`config.mk`:
```
export PLATFORM = sky130hd
export DESIGN_NAME = mpeg_pes_muxer
export DESIGN_NICKNAME = d
export VERILOG_FILES = /design/src/rtl/mpeg_pes_muxer.sv
export SDC_FILE = /design/constraint.sdc
export NUM_CORES = 1
export LEC_CHECK = 0
export ABC_CLOCK_PERIOD_IN_PS = 11380
export BUFFER_PORTS_ARGS = -buffer_cell sky130_fd_sc_hd__buf_2
export CAP_MARGIN = 10
export CORE_MARGIN = 10
export CORE_UTILIZATION = 30
export DETAILED_ROUTE_END_ITERATION = 6
export GPL_ROUTABILITY_DRIVEN = 0
export PLACE_DENSITY_LB_ADDON = 0.15
export SLEW_MARGIN = 40
export SYNTH_ARGS = -nofsm -noshare
export SYNTH_HDL_FRONTEND = slang
export SYNTH_SLANG_ARGS = --single-unit
```
`constraint.sdc`:
```
create_clock -name clk_i -period 11.38 [get_ports clk_i]
set_input_delay 2.276 -clock clk_i [delete_from_list [all_inputs] [get_ports clk_i]]
set_output_delay 2.276 -clock clk_i [all_outputs]
set_load 0.01 [all_outputs]
```
`src/rtl/mpeg_pes_muxer.sv`:
```
// mpeg_pes_muxer: builds an MPEG-1 system stream one byte at a time.
// Per request it emits an optional 12-byte pack header, one PES header
// (start code, length, PTS/DTS or 0x0F), the elementary payload pulled from in_*,
// and an optional program end code. The output is a single registered byte stage.
// Ports:
//   clk_i, reset_i               clock, synchronous active-high reset
//   req_*_i / req_ready_o        packet request, taken when valid && ready (IDLE only)
//   in_data_i/in_valid_i/in_ready_o   payload byte stream
//   out_data_o/out_valid_o/out_ready_i  muxed byte stream
//   busy_o                       FSM not idle
//   packet_done_o                pulse when the sink accepts the final byte of a request
//   req_error_o                  pulse when a request is rejected
module mpeg_pes_muxer #(
  parameter bit StrictStreamId = 1'b1
) (
  input  logic        clk_i,
  input  logic        reset_i,
  input  logic        req_valid_i,
  output logic        req_ready_o,
  input  logic        req_pack_i,
  input  logic [32:0] req_scr_i,
  input  logic [21:0] req_mux_rate_i,
  input  logic [7:0]  req_stream_id_i,
  input  logic        req_pts_en_i,
  input  logic        req_dts_en_i,
  input  logic [32:0] req_pts_i,
  input  logic [32:0] req_dts_i,
  input  logic [15:0] req_payload_len_i,
  input  logic        req_end_i,
  input  logic [7:0]  in_data_i,
  input  logic        in_valid_i,
  output logic        in_ready_o,
  output logic [7:0]  out_data_o,
  output logic        out_valid_o,
  input  logic        out_ready_i,
  output logic        busy_o,
  output logic        packet_done_o,
  output logic        req_error_o
);

  typedef enum logic [2:0] {StIdle, StPack, StPesHdr, StPayload, StEnd} state_e;

  state_e      state_q, state_d;
  logic [3:0]  cnt_q, cnt_d;
  logic [15:0] pay_cnt_q, pay_cnt_d;
  logic [7:0]  out_data_q, out_data_d;
  logic        out_valid_q, out_valid_d;
  logic        last_q, last_d;  // output register holds the final byte of a request

  // Request fields latched at accept
  logic [32:0] scr_q, pts_q, dts_q;
  logic [21:0] mr_q;
  logic [7:0]  sid_q;
  logic        pts_en_q, dts_en_q, end_q;
  logic [15:0] len_q;

  logic        load, accept, req_bad, sid_ok;
  logic [3:0]  req_hdr_len, hdr_len, pes_last;
  logic [16:0] req_total;
  logic [15:0] pes_len;
  logic [7:0]  hdr_byte;
  logic [32:0] ts;
  logic [3:0]  ts_pfx, ts_idx;

  assign load        = !out_valid_q || out_ready_i;
  assign accept      = req_valid_i && (state_q == StIdle);
  assign req_hdr_len = req_pts_en_i ? (req_dts_en_i ? 4'd10 : 4'd5) : 4'd1;
  assign req_total   = {1'b0, req_payload_len_i} + 17'(req_hdr_len);
  assign sid_ok      = !StrictStreamId || (req_stream_id_i[7:4] == 4'hC) ||
                       (req_stream_id_i[7:4] == 4'hE);
  assign req_bad     = (req_dts_en_i && !req_pts_en_i) || !sid_ok || req_total[16];

  assign hdr_len  = pts_en_q ? (dts_en_q ? 4'd10 : 4'd5) : 4'd1;
  assign pes_len  = 16'(hdr_len) + len_q;
  assign pes_last = 4'd5 + hdr_len;

  // Header byte for the current state/index
  always_comb begin
    hdr_byte = 8'h00;
    if (cnt_q >= 4'd11) begin
      ts     = dts_q;
      ts_pfx = 4'b0001;
      ts_idx = cnt_q - 4'd11;
    end else begin
      ts     = pts_q;
      ts_pfx = dts_en_q ? 4'b0011 : 4'b0010;
      ts_idx = cnt_q - 4'd6;
    end
    case (state_q)
      StPack: begin
        case (cnt_q)
          4'd2:    hdr_byte = 8'h01;
          4'd3:    hdr_byte = 8'hBA;
          4'd4:    hdr_byte = {4'b0010, scr_q[32:30], 1'b1};
          4'd5:    hdr_byte = scr_q[29:22];
          4'd6:    hdr_byte = {scr_q[21:15], 1'b1};
          4'd7:    hdr_byte = scr_q[14:7];
          4'd8:    hdr_byte = {scr_q[6:0], 1'b1};
          4'd9:    hdr_byte = {1'b1, mr_q[21:15]};
          4'd10:   hdr_byte = mr_q[14:7];
          4'd11:   hdr_byte = {mr_q[6:0], 1'b1};
          default: hdr_byte = 8'h00;
        endcase
      end
      StPesHdr: begin
        case (cnt_q)
          4'd0, 4'd1: hdr_byte = 8'h00;
          4'd2:       hdr_byte = 8'h01;
          4'd3:       hdr_byte = sid_q;
          4'd4:       hdr_byte = pes_len[15:8];
          4'd5:       hdr_byte = pes_len[7:0];
          default: begin
            if (!pts_en_q) begin
              hdr_byte = 8'h0F;
            end else begin
              case (ts_idx)
                4'd0:    hdr_byte = {ts_pfx, ts[32:30], 1'b1};
                4'd1:    hdr_byte = ts[29:22];
                4'd2:    hdr_byte = {ts[21:15], 1'b1};
                4'd3:    hdr_byte = ts[14:7];
                default: hdr_byte = {ts[6:0], 1'b1};
              endcase
            end
          end
        endcase
      end
      StEnd: begin
        case (cnt_q)
          4'd2:    hdr_byte = 8'h01;
          4'd3:    hdr_byte = 8'hB9;
          default: hdr_byte = 8'h00;
        endcase
      end
      default: hdr_byte = 8'h00;
    endcase
  end

  always_comb begin
    state_d     = state_q;
    cnt_d       = cnt_q;
    pay_cnt_d   = pay_cnt_q;
    out_data_d  = out_data_q;
    out_valid_d = out_valid_q;
    last_d      = last_q;
    in_ready_o  = (state_q == StPayload) && load;
    if (load) out_valid_d = 1'b0;
    unique case (state_q)
      StIdle: begin
        if (accept && !req_bad) begin
          state_d   = req_pack_i ? StPack : StPesHdr;
          pay_cnt_d = req_payload_len_i;
          cnt_d     = 4'd0;
          // Both headers open with 0x00, so it can be loaded in the accept cycle
          if (load) begin
            out_data_d  = 8'h00;
            out_valid_d = 1'b1;
            last_d      = 1'b0;
            cnt_d       = 4'd1;
          end
        end
      end
      StPack, StPesHdr, StEnd: begin
        if (load) begin
          out_data_d  = hdr_byte;
          out_valid_d = 1'b1;
          last_d      = 1'b0;
          cnt_d       = cnt_q + 4'd1;
          if (state_q == StPack && cnt_q == 4'd11) begin
            state_d = StPesHdr;
            cnt_d   = 4'd0;
          end else if (state_q == StPesHdr && cnt_q == pes_last) begin
            cnt_d = 4'd0;
            if (len_q != 16'd0) begin
              state_d = StPayload;
            end else if (end_q) begin
              state_d = StEnd;
            end else begin
              state_d = StIdle;
              last_d  = 1'b1;
            end
          end else if (state_q == StEnd && cnt_q == 4'd3) begin
            state_d = StIdle;
            cnt_d   = 4'd0;
            last_d  = 1'b1;
          end
        end
      end
      StPayload: begin
        if (in_valid_i && load) begin
          out_data_d  = in_data_i;
          out_valid_d = 1'b1;
          last_d      = 1'b0;
          pay_cnt_d   = pay_cnt_q - 16'd1;
          if (pay_cnt_q == 16'd1) begin
            state_d = end_q ? StEnd : StIdle;
            last_d  = !end_q;
            cnt_d   = 4'd0;
          end
        end
      end
      default: state_d = StIdle;
    endcase
  end

  always_ff @(posedge clk_i) begin
    if (reset_i) begin
      state_q     <= StIdle;
      cnt_q       <= 4'd0;
      pay_cnt_q   <= 16'd0;
      out_data_q  <= 8'h00;
      out_valid_q <= 1'b0;
      last_q      <= 1'b0;
    end else begin
      state_q     <= state_d;
      cnt_q       <= cnt_d;
      pay_cnt_q   <= pay_cnt_d;
      out_data_q  <= out_data_d;
      out_valid_q <= out_valid_d;
      last_q      <= last_d;
    end
  end

  always_ff @(posedge clk_i) begin
    if (accept && !req_bad) begin
      scr_q    <= req_scr_i;
      mr_q     <= req_mux_rate_i;
      sid_q    <= req_stream_id_i;
      pts_en_q <= req_pts_en_i;
      dts_en_q <= req_dts_en_i;
      pts_q    <= req_pts_i;
      dts_q    <= req_dts_i;
      len_q    <= req_payload_len_i;
      end_q    <= req_end_i;
    end
  end

  assign req_ready_o   = (state_q == StIdle);
  assign req_error_o   = accept && req_bad;
  assign busy_o        = (state_q != StIdle);
  assign out_data_o    = out_data_q;
  assign out_valid_o   = out_valid_q;
  assign packet_done_o = out_valid_q && out_ready_i && last_q;

endmodule
```
==> results of run 1 <==
==> power breakdown <==
part	total [mW]	switching, mW	internal (mW)
logic	0.325	0.205	0.120
registers	0.770	0.0210	0.749
clock network	0.625	0.290	0.334
==> placed cells by master, fill, tap and decap left out, drive strengths merged, types with 7 or more instances in the layout <==
cell type  count
inv           22
o211ai         8
a22oi          7
a31oi         11
nor2b         12
mux2i         17
nand3         22
nand2         73
and2           9
a222oi        10
o31ai          8
o21ai         47
nor2          43
a22o           8
buf          187
a21oi         49
dfxtp         33
or4            8
o22ai         11
nor3          16
a221oi         7
edfxtp       148
a211oi        14
clkbuf        17
o21a           8
nand4         10
ha            14
==> worst max-delay path by stage <==
| stage | to | slack, ns |
|---|---|---|
| 6_report | req_error_o | 5.10 |
| 4_1_cts | req_error_o | 5.11 |
| 2_1_floorplan | dts_en_q | 1.24 |
| 3_5_place_dp | req_error_o | 5.12 |
| 5_1_grt | req_error_o | 5.04 |
| 3_3_place_gp | req_error_o | 5.13 |
==> layer usage <==
| metal | vias up | routed length [microns] | track usage [%] |
|---|---|---|---|
| met5 | - | 37 | 0 |
| li1 | 3338 | - | - |
| met3 | 20 | 1660 | 4.17 |
| met2 | 201 | 13800 | 25.2 |
| met4 | 4 | 304 | 4.27 |
| met1 | 3363 | 13000 | 20.9 |
==> per-stage QoR <==
stage / power, mW / cell area [sq um] / hold WS [ns] / utilization, %
final: 1.72 / 10700 / 0.482 / 37.0
after global routing: 1.80 / 10700 / 0.497 / 37.0
after CTS: 1.74 / 10600 / 0.482 / 37.0
after detailed placement: 1.11 / 10000 / 0.473 / 34.8
after global placement: 1.11 / 10000 / 0.466 / 34.8
after floorplan: 0.983 / 8760 / 0.450 / -
==> registers in the layout, indices dropped and copies added (netlist names) <==
name and flops:
dts_en_q 1, sid_q 8, len_q 16, out_data_o 8
end_q 1, pts_en_q 1, last_q 1, scr_q 33
out_valid_o 1, dts_q 33, mr_q 22, state_q 3
pay_cnt_q 16, pts_q 33, cnt_q 4
==> critical path: stages <==
cell     delay (ns)
buf_2          0.14
and2_1         0.19
ha_1           0.28
nor2_1         0.04
nor4_1         0.49
a21oi_1        0.14
nor3_1         0.25
buf_2          0.20
==> Yosys cell counts, types with 7 or more instances <==
master	number	share of area, %
nor2b_1	12	0.86
nand4_1	10	0.71
mux2i_1	17	1.9
a31oi_1	11	0.79
a222oi_1	10	1.1
o22ai_1	11	0.79
and2_1	9	0.64
edfxtp_1	148	51
nor2_1	43	1.8
o211ai_1	8	0.69
nand3_1	22	1.3
clkbuf_1	33	1.4
o21a_1	8	0.69
o31ai_1	8	0.69
inv_1	17	0.73
nor3_1	15	0.86
dfxtp_1	33	7.5
a21oi_1	49	2.8
o21ai_0	42	2.4
a221oi_1	7	0.70
a22oi_1	7	0.60
a22o_1	8	0.80
a211oi_1	14	1.2
nand2_1	72	3.1
ha_1	14	2.0
==> cell type report <==
| cell class | count | area share (%) |
|---|---|---|
| clock inverters | 14 | 1.81 |
| diodes | 1 | 0.0235 |
| flip-flops and latches | 181 | 47.9 |
| well taps | 384 | 4.51 |
| inverters | 18 | 0.634 |
| clock buffers | 17 | 3.99 |
| multi-input cells | 521 | 32.0 |
| repair buffers | 187 | 9.10 |
==> cell families (layout without fill, tap and decap cells) <==
kind of cell | after synthesis | count (layout) | synth area share [%]
fa+ha+maj | 14 | 14 | 2.00
other cells | 0 | 1 | 0
xor+xnor | 6 | 6 | 0.600
flops | 181 | 181 | 58.3
compound gates | 247 | 247 | 19.7
buf+inv | 62 | 236 | 3.11
mux | 22 | 22 | 2.84
simple gates | 232 | 232 | 13.4
==> results.sh, run 1 <==
export IMPL_fp_dieW_microns=191
export IMPL_clock_tree_root_cell="clkbuf_16"
export IMPL_die_height_microns=191
export IMPL_numClockSinks=181
export IMPL_antenna_found_initial=3
export IMPL_crit_fanout=4
export IMPL_cts_setup_buffers=0
export IMPL_clk_latency_ns=0.45
export IMPL_fin_crit_ns=6.28
export IMPL_layout_setup_ws_ns=5.10
export IMPL_stdcell_count=1323
export IMPL_fillers=2903
export IMPL_skew_ns=0.0182
export IMPL_nets=1102
export IMPL_endpoint_kind="output pin"
export IMPL_io_buffers=175
export IMPL_rows=62
export IMPL_core_sq_um=28800
export IMPL_crit_type="input pin to output pin"
export IMPL_hold_viol_final=0
export IMPL_grt_overflow_total=0
export IMPL_grt_pass1_vias=7243
export IMPL_synth_net_count=940
export IMPL_start_kind="input pin"
export IMPL_reg2reg_slack_ns=7.56
export IMPL_grt_pass1_wl_mm=43.8
export IMPL_worstMarginPinSlew_ns=0.807
export IMPL_yosysSeqAreaShare_pct=58.3
export IMPL_finalSetupViolCount=0
export IMPL_r2r_end="out_data_o[2]"
export IMPL_die_area_sq_um=36400
export IMPL_placed_cells=1291
export IMPL_cts_hold_buffers=0
export IMPL_grt_usage_pct=15.8
export IMPL_power_density_nw_per_um2=161
export IMPL_pre_cts_ws_ns=5.12
export IMPL_wl_per_cell_microns=21.8
export IMPL_holdPathEnd="pay_cnt_q[9]"
export IMPL_ys_warn_count=0
export IMPL_async_flop_share_pct=0
export IMPL_r2r_start="cnt_q[0]"
export IMPL_multi_input_area_sq_um=3410
export IMPL_worstPathArrival_ns=4.01
export IMPL_p_leak_nw=3.80
export IMPL_fin_setup_tns_ns=0
export IMPL_timing_slew_headroom_pct=46.2
export IMPL_drv_cap=0
export IMPL_grt_max_degree=87
export IMPL_wirelength_mm=28.9
export IMPL_synthCells=764
export IMPL_min_path_cells=2
export IMPL_drive_above_1_share_pct=25.7
export IMPL_status="complete, no violations"
export IMPL_initialDrtViolationCount=544
export IMPL_cts_tree="done"
export IMPL_ant_nets=0
export IMPL_hold_path_class="flip-flop to flip-flop"
export IMPL_fmax_mhz=159
export IMPL_area_delta_synth_final_pct=21.7
export IMPL_drc=0
export IMPL_first_pass_iters=6
export IMPL_synth_main_ff_cell="edfxtp_1"
export IMPL_synth_area_sq_um=8760
export IMPL_ios=176
export IMPL_viasPerCell=5.24
export IMPL_drv_slew=0
export IMPL_r2r_worst_path_cells=9
export IMPL_ctsHtreeMaxLevel=4
export IMPL_ctsResizeCount=0
export IMPL_finalCritPeriodShare_pct=55.2
export IMPL_critPathLaunch="req_pts_en_i"
export IMPL_path_clk_slew_ns=0.07
export IMPL_seq_area_sq_um=5110
export IMPL_clock_path_buffers=2
export IMPL_crit_required_ns=9.10
export IMPL_min_from="pay_cnt_q[9]"
export IMPL_peakVddDrop_v=0.000114
export IMPL_cts_buffers=17
export IMPL_rsz0062_at_grt="no"
export IMPL_synth_distinct_cells=81
export IMPL_hpwl_mm=21.2
export IMPL_dr_total_vias=6926
export IMPL_initial_core_util_pct=30.4
export IMPL_postSynthAreaPerCell_sq_um=11.5
export IMPL_synth_ff_latch_count=181
export IMPL_synth_edf_count=148
(Power assumes the default switching activity.)
==> run 2, diff against run 1 <==
Settings changed: ABC_CLOCK_PERIOD_IN_PS 11380 to 6600.
Clock period 11.38 ns to 6.6 ns, I/O delays scaled along.
==> results.sh, run 2 (same netlist as run 1, synthesis figures left out) <==
export IMPL_status="complete, no violations"
export IMPL_cp_slowest_cell="nor4_1"
export IMPL_path_clk_slew_ns=0.07
export IMPL_drv_cap=0
export IMPL_drv_slew=0
export IMPL_rows=62
export IMPL_drive_above_1_share_pct=25.6
export IMPL_peakVddDrop_v=0.000178
export IMPL_fin_crit_ns=4.31
export IMPL_wirelength_mm=28.4
export IMPL_skew_ns=0.0129
export IMPL_hold_path_class="flip-flop to flip-flop"
export IMPL_mostFrequentLayoutCells="175 x buf_2, 148 x edfxtp_1, 72 x nand2_1"
export IMPL_timing_slew_headroom_pct=48.5
export IMPL_crit_fanout=4
export IMPL_core_sq_um=28800
export IMPL_clk_latency_ns=0.45
export IMPL_pre_cts_ws_ns=2.29
export IMPL_dr_total_vias=6949
export IMPL_antenna_found_initial=7
export IMPL_io_buffers=175
export IMPL_die_area_sq_um=36400
export IMPL_ios=176
export IMPL_endpoint_kind="output pin"
export IMPL_ctsResizeCount=0
export IMPL_min_path_cells=2
export IMPL_finalCritPeriodShare_pct=65.3
export IMPL_placed_cells=1292
export IMPL_cpPeakStageDelay_ns=0.50
export IMPL_wl_per_cell_microns=21.4
export IMPL_fin_setup_tns_ns=0
export IMPL_cts_setup_buffers=0
export IMPL_crit_cells=8
export IMPL_clock_tree_root_cell="clkbuf_16"
export IMPL_die_height_microns=191
export IMPL_finalSetupViolCount=0
export IMPL_grt_pass1_wl_mm=42.8
export IMPL_critPathMostFrequentCell="buf_2"
export IMPL_multi_input_area_sq_um=3410
export IMPL_fmax_mhz=232
export IMPL_holdWs_ns=0.476
export IMPL_hpwl_mm=20.7
export IMPL_worst_path_buf_inv=2
export IMPL_viasPerCell=5.24
export IMPL_first_pass_iters=5
export IMPL_initial_core_util_pct=30.4
export IMPL_cts_hold_buffers=0
export IMPL_clock_path_buffers=2
export IMPL_seq_area_sq_um=5110
export IMPL_r2r_worst_path_cells=9
export IMPL_numClockSinks=181
export IMPL_cts_buffers=17
export IMPL_ant_nets=0
export IMPL_crit_type="input pin to output pin"
export IMPL_worstPathCellList="buf_2, and2_1, ha_1, nor2_1, nor4_1, a21oi_1, nor3_1, buf_2"
export IMPL_grt_max_degree=78
export IMPL_p_leak_nw=3.80
export IMPL_cts_tree="done"
export IMPL_power_density_nw_per_um2=276
export IMPL_path_delay_family="simple AND/OR/NAND/NOR gates"
export IMPL_stdcell_count=1325
export IMPL_layout_setup_ws_ns=2.29
export IMPL_drc=0
export IMPL_final_util_pct=37.0
export IMPL_layout_commonest_cell="buf_2"
export IMPL_crit_required_ns=5.28
export IMPL_worstMarginPinSlew_ns=0.773
export IMPL_grt_overflow_total=0
export IMPL_area_delta_synth_final_pct=21.6
export IMPL_initialDrtViolationCount=548
export IMPL_ctsHtreeMaxLevel=4
export IMPL_hold_viol_final=0
export IMPL_fp_dieW_microns=191
export IMPL_start_kind="input pin"
export IMPL_grt_usage_pct=15.5
export IMPL_rsz0062_at_grt="no"
export IMPL_worstPathArrival_ns=2.99
export IMPL_nets=1103
export IMPL_grt_pass1_vias=7078
export IMPL_reg_top3="dts_q (33), pts_q (33), scr_q (33)"
export IMPL_fillers=2871
==> run 2: final timing paths <==
check | from | endpoint | slack, ns
setup / recovery | req_pts_en_i | req_error_o | 2.29
hold / removal | pay_cnt_q[15] | pay_cnt_q[15] | 0.48
setup reg to reg | cnt_q[0] | out_data_o[2] | 2.83
hold reg to reg | pay_cnt_q[15] | pay_cnt_q[15] | 0.48
==> run 2: worst register-to-register path: stages, from the launching register on <==
cell and delay [ns]:
dfxtp_1 0.31, buf_4 0.35, clkinv_1 0.49, ha_1 0.63, nor2_1 0.41, o21a_1 0.43, a221o_1 0.18, a211oi_1 0.06
or4_1 0.57, a311oi_1 0.26
==> run 2: layer usage <==
metal,global-route usage (%),up-vias,wire length (microns)
met2,24.0,199,13400
met4,4.66,10,473
met1,20.4,3367,12700
met5,0,-,63
met3,4.55,34,1710
li1,-,3339,-
==> run 2: metrics by stage <==
step	instance area, sq um	total power [mW]
2_1_floorplan	8760	1.69
3_3_place_gp	10000	1.91
3_5_place_dp	10000	1.91
4_1_cts	10600	2.97
5_1_grt	10600	3.08
6_report	10700	2.94
==> run 2: layout make-up <==
cell class                      instances  area share (%)
Multi-Input combinational cell        521            32.0
Sequential cell                       181            47.9
Inverter                               18           0.634
Clock buffer                           17            3.99
Clock inverter                         15            1.72
Antenna cell                            1          0.0235
Tap cell                              384            4.51
Timing Repair Buffer                  188            9.21
==> run 2: power breakdown <==
part	leakage [nW]	switching [mW]	internal, mW	total [mW]
Clock	0.297	0.516	0.547	1.06
Combinational	1.90	0.344	0.207	0.551
Sequential	1.61	0.0371	1.29	1.33
